<file path="src/rtl/mesh_port_arbiter.sv">
// Round-robin arbiter forwarding one packet per grant from num_req input FIFOs
// to a single mesh router output port, with downstream backpressure and a packet counter.
module mesh_port_arbiter #(
  parameter int pckg_sz = 41,
  parameter int num_req = 4,
  parameter int cnt_w   = 16
) (
  input  logic                       clk,
  input  logic                       reset,
  input  logic [num_req-1:0]         pndng_in,
  input  logic [num_req*pckg_sz-1:0] data_in,
  output logic [num_req-1:0]         pop,
  output logic [pckg_sz-1:0]         data_out,
  output logic                       push,
  input  logic                       full_out,
  output logic [num_req-1:0]         gnt,
  output logic [cnt_w-1:0]           pkt_cnt
);

  localparam int idx_w = (num_req > 1) ? $clog2(num_req) : 1;

  typedef enum logic {IDLE, SEND} state_t;

  state_t             state, state_next;
  logic [idx_w-1:0]   gnt_idx, gnt_idx_next;
  logic [idx_w-1:0]   last_gnt, last_gnt_next;
  logic [num_req-1:0] gnt_next;
  logic [cnt_w-1:0]   pkt_cnt_next;
  logic [idx_w-1:0]   pick_idx;
  logic               pick_found;
  logic [pckg_sz-1:0] slices [num_req];

  for (genvar i = 0; i < num_req; i++) begin : g_slice
    assign slices[i] = data_in[i*pckg_sz +: pckg_sz];
  end

  // Scan from the requester after the last one served, wrapping around.
  always_comb begin
    int               cand;
    logic [idx_w-1:0] cand_idx;
    pick_idx   = '0;
    pick_found = 1'b0;
    cand       = 0;
    cand_idx   = '0;
    for (int k = 1; k <= num_req; k++) begin
      cand = int'(last_gnt) + k;
      if (cand >= num_req) cand = cand - num_req;
      cand_idx = idx_w'(cand);
      if (!pick_found && pndng_in[cand_idx]) begin
        pick_found = 1'b1;
        pick_idx   = cand_idx;
      end
    end
  end

  always_comb begin
    state_next    = state;
    gnt_next      = gnt;
    gnt_idx_next  = gnt_idx;
    last_gnt_next = last_gnt;
    pkt_cnt_next  = pkt_cnt;
    push          = 1'b0;
    pop           = '0;
    data_out      = '0;
    case (state)
      IDLE: begin
        if (pick_found) begin
          state_next         = SEND;
          gnt_next           = '0;
          gnt_next[pick_idx] = 1'b1;
          gnt_idx_next       = pick_idx;
        end
      end
      SEND: begin
        if (!pndng_in[gnt_idx]) begin
          state_next = IDLE;
          gnt_next   = '0;
        end else if (!full_out) begin
          push          = 1'b1;
          pop           = gnt;
          data_out      = slices[gnt_idx];
          last_gnt_next = gnt_idx;
          pkt_cnt_next  = pkt_cnt + 1'b1;
          gnt_next      = '0;
          state_next    = IDLE;
        end
      end
      default: state_next = IDLE;
    endcase
    // A reset cycle must never move a packet, even mid-grant.
    if (reset) begin
      push     = 1'b0;
      pop      = '0;
      data_out = '0;
    end
  end

  always_ff @(posedge clk) begin
    if (reset) begin
      state    <= IDLE;
      gnt      <= '0;
      gnt_idx  <= '0;
      last_gnt <= idx_w'(num_req - 1);
      pkt_cnt  <= '0;
    end else begin
      state    <= state_next;
      gnt      <= gnt_next;
      gnt_idx  <= gnt_idx_next;
      last_gnt <= last_gnt_next;
      pkt_cnt  <= pkt_cnt_next;
    end
  end

endmodule

</file>
<file path="config.mk">
export PLATFORM = sky130hd
export DESIGN_NAME = mesh_port_arbiter
export DESIGN_NICKNAME = d
export VERILOG_FILES = /design/src/rtl/mesh_port_arbiter.sv
export SDC_FILE = /design/constraint.sdc
export NUM_CORES = 1
export LEC_CHECK = 0
export BUFFER_PORTS_ARGS = -buffer_cell sky130_fd_sc_hd__buf_2
export CAP_MARGIN = 20
export CORE_ASPECT_RATIO = 1.4
export CORE_UTILIZATION = 28
export DETAILED_ROUTE_END_ITERATION = 10
export PLACE_DENSITY = 0.65
export SLEW_MARGIN = 5
export SYNTH_ARGS = -nofsm -noshare
export SYNTH_HDL_FRONTEND = slang
export SYNTH_SLANG_ARGS = --single-unit
</file>
<file path="constraint.sdc">
create_clock -name clk -period 4.55 [get_ports clk]
set_input_delay 0.455 -clock clk [delete_from_list [all_inputs] [get_ports clk]]
set_output_delay 0.455 -clock clk [all_outputs]
set_load 0.01 [all_outputs]
</file>
# After elaboration in Yosys (flattened, before gate mapping)
# Cells that the tools add are included.
# word_totals
reg_bits,25
input_bits,171
wordCells,88
# classes
order_cmp,12
n_reduce_logical,10
n_mux,47
bitwise,3
n_eq_ne,2
addsub,9
# op_table
operator,count
41-bit 2-to-1 mux,6
41-bit binary-select mux with 2-bit select,1
4-bit 2-to-1 mux,7
"2-bit by 3-bit less-than comparator with 1-bit output, second input constant",6
1-bit 2-to-1 mux,17
"16-bit by 1-bit adder with 16-bit output, second input constant",1
2-bit 2-to-1 mux,8
"3-bit greater-or-equal comparator, second input constant",4
1-bit binary-select mux with 2-bit select,5
4-bit case mux with 2 select lines,1
"2-bit by 1-bit subtractor with 2-bit output, second input constant",4
"2-bit by 2-bit adder with 3-bit output, second input constant",2
"2-bit by 3-bit adder with 4-bit output, second input constant",1
"4-bit by 3-bit greater-or-equal comparator with 1-bit output, second input constant",1
1-bit logical AND,4
2-bit AND reduction,2
"2-bit by 1-bit adder with 3-bit output, second input constant",1
1-bit logical NOT,3
"3-bit != test, second input constant",1
2-bit NOT with 3-bit output,1
3-bit AND reduction,1
1-bit demux with 2-bit select,1
"2-bit by 1-bit greater-or-equal comparator with 1-bit output, second input constant",1
"2-bit != test, second input constant",1
2 further kinds,3

# Longest topological paths before layout
# logic_depth
word_depth,21
ltp_mapped,7
mapped_depth_nobuf,5

# Worst setup path after synthesis
# No wires, ideal clock.
# synth_timing
kind,register to output
startpoint,register gnt_idx[0]
endpoint,output data_out[10]
n_path_buf,2
path_stages_with_launch,5
arrival_time_ns,1.790
setup_slack_ns,2.305
required_ns,4.095
path_cell_list,dfxtp_1 buf_2 buf_1 mux4_2 and2_1
# synth_between
elab_chain_len,8
word_cells_on_any_way,10
cone_classes,mux: 9; bitwise: 1
# synth_rtl
item,line,rtl
start: declaration,25,"logic [idx_w-1:0] gnt_idx, gnt_idx_next;"
start signal: assignment,108,gnt_idx <= gnt_idx_next;
2-bit NOT with 3-bit output (not written as such),81,data_out = slices[gnt_idx];
41-bit binary-select mux with 2-bit select,81,
41-bit 2-to-1 mux (not written as such) (2 in a row),81,
41-bit 2-to-1 mux,78,end else if (!full_out) begin
41-bit 2-to-1 mux (*),75,if (!pndng_in[gnt_idx]) begin
41-bit 2-to-1 mux (*),65,case (state)
41-bit 2-to-1 mux (*),91,if (reset) begin
end: declaration,13,"output logic [pckg_sz-1:0] data_out,"
# Every way passes the cells marked *; elsewhere a longest branch is shown, timed or not. The select of a mux whose other input is x is not followed.

# Worst setup path after layout
# layout_timing
startpoint,register gnt_idx[1]
endpoint,output data_out[37]
# Same word-level chain as after synthesis.

==> reports/qor.yml <==
post_cts_buffers: 0
antenna_found_initial: 0
setup_ws_ps: 1430
seqCellArea_sq_um: 505
post-place-ws_ps: 1600
dieArea_sq_um: 9450
synth_common_cells: "and2_1 (47), mux4_2 (42), dfxtp_1 (25), a21oi_1 (18), clkbuf_1 (13)"
num_antenna_cells: 0
wl_per_cell_um: 16.1
drtPass1Iterations: 4
placed_area_sq_um: 3790
hold_violations: 0
grt_max_degree: 45
grt-ovfl-total: 0
peakVddDrop_uv: 148
die_height_um: 115
area_growth_syn_to_layout_pct: 52.6
finalSetupViolCount: 0
max_slew_margin_pct: 50.0
worst_setup_path_end_kind: "output pin"
syn_nets: 417
hold_buffers: 0
vias_per_cell: 5.26
fin_area_sq_um: 3870
start_kind: "flop"
synth_area_sq_um: 2540
antenna_left: 0
coreArea_sq_um: 8710
synth_top_flop_cell: "dfxtp_1"
syn_avg_cell_area_sq_um: 10.4
report.final.slew_viol_count: 0
worstMarginPinSlew_ps: 750
syn_inst: 245
gp_congestion: 0.799
cts_resized: 0
clk_pin_slew_ps: 60
drt_iter0_drc: 69
worstPathRequired_ps: 4090
yosysTopAreaCell: "mux4_2"
port_buffers: 236
synth-seq-area-share_pct: 19.7
rows: 40
cp_common_cell: "buf_4"
nets: 641
ys_ff_latch: 25
via_count: 3015
p_per_area_nw_per_um2: 179
status: "finished clean"
whs_ps: 509
rrSetupSlack_ps: 2410
cpMaxStageDelayCell: "buf_4"
fp.dieW_um: 82.4
cts_tree: "built"
ios: 237
critPathArrivalTime_ps: 2660
grt_pass1_vias: 2835
yosysWarnings: 0
clk_latency_ps: 250
critPathMaxFanout: 44
clock_skew_ps: 2.26
h-tree-depth: 1
synth.area.top_cells: "mux4_2 (37%), dfxtp_1 (20%), and2_1 (12%), a21oi_1 (3.6%), o31ai_1 (2.7%)"
worstSetupPathType: "flop to output pin"
fin_crit_sh_pct: 68.5
numCtsBuffers: 3
yosysMostFrequentCell: "and2_1"
final_util_pct: 44.4
drc: 0
rsz0062_at_grt: "false"
fmax_mhz: 321
root_buffer: "clkbuf_16"
finalSetupTns_ps: 0
start_util_pct: 29.1
drive_above_1_share_pct: 62.6
grt_usage_pct: 17.6
cts_max_path_buffers: 2
synth_edf_count: 0
grt_pass1_wl_um: 13000
synth_top_area_share_pct: 37.3
crit_chain: "buf_4, and3b_1, a2bb2oi_2, buf_4, nor2_2, buf_4, and2_1, buf_2"
multi_input_area_sq_um: 1930
yosys.cell_types.count: 38
wirelength_um: 9200
power_leakage_nw: 1.84
hold_class: "flop to flop"
hpwl_um: 7480
async_flop_share_pct: 0
cpPeakStageDelay_ps: 450
fillCellCount: 877
maxCapViolCount: 0
min_period_ps: 3120
cts.sinks: 25
[critical path, delay by kind of cell (launching register included)]
| family | cells | cell delay [ps] |
|---|---|---|
| AND/OR/NAND/NOR | 3 | 860 |
| AO/OA/AOI/OAI | 1 | 60 |
| buffers and inverters | 4 | 1160 |
| flip-flops | 1 | 320 |
[cell type report]
type	count	share of cell area, %
Clock buffer	3	1.94
Clock inverter	1	0.129
Inverter	4	0.388
Multi-Input combinational cell	195	49.8
Sequential cell	25	13.1
Tap cell	105	3.39
Timing Repair Buffer	240	31.3
[path summary, 6_finish.rpt]
path	from	end	depth (start not counted)
setup reg to reg	gnt_idx[1]$_SDFFE_PP0P_	pkt_cnt[10]$_SDFFE_PP0P_	6
hold / removal	pkt_cnt[15]$_SDFFE_PP0P_	pkt_cnt[15]$_SDFFE_PP0P_	2
hold reg to reg	pkt_cnt[15]$_SDFFE_PP0P_	pkt_cnt[15]$_SDFFE_PP0P_	2
setup / recovery	gnt_idx[1]$_SDFFE_PP0P_	data_out[37]	8
[cells by family (layout without fill, tap and decap cells)]
kind of cell | count (synthesis) | count (layout) | share of synthesized area, %
buffers and inverters | 25 | 248 | 4.39
adders and majority gates | 1 | 1 | 0.493
and+or+nand+nor | 103 | 103 | 24.5
AOI/OAI and AO/OA | 44 | 44 | 11.6
DFF | 25 | 25 | 19.7
muxes | 46 | 46 | 39.0
xor gates and xnor gates | 1 | 1 | 0.345
[per-layer routing]
layer / vias up / share of wire, % / wire, um / track usage [%]
met2: 145 / 53 / 4910 / 32.9
met1: 1441 / 38 / 3460 / 20.9
met5: - / 0 / 0 / 0
li1: 1421 / - / - / -
met4: 0 / 0.78 / 72 / 3.16
met3: 8 / 8.3 / 763 / 2.07
[stage by stage]
step | power (W) | std cells
2_1_floorplan | 0.000399 | 245
3_3_place_gp | 0.000504 | 569
3_5_place_dp | 0.000507 | 569
4_1_cts | 0.000702 | 573
5_1_grt | 0.000732 | 573
6_report | 0.000693 | 573
[power by group]
group          internal, W  leakage, nW  total, W  switching (W)
clock             0.000118       0.0409  0.000193      0.0000746
sequential        0.000226        0.204  0.000234     0.00000811
combinational     0.000161         1.59  0.000266       0.000105
[placed cells by master (no fill, tap or decap), types with 3 or more instances in the layout]
master and count:
and2_1 47, clkbuf_16 3, dfxtp_1 23, buf_4 4, inv_1 4, nand4_1 4
mux4_2 42, nand2_1 5, or3_1 6, a21oi_1 18, nand3_1 8, o31ai_1 9
a32o_1 4, nand2b_1 4, or4_1 9, nor2_1 8, o21ai_0 5, buf_2 236
[state kept, by name, summed over array words and instances, names as in the netlist]
name,cells
state,1
gnt_idx,2
pkt_cnt,16
gnt,4
last_gnt,2
(Power assumes the default switching activity.)
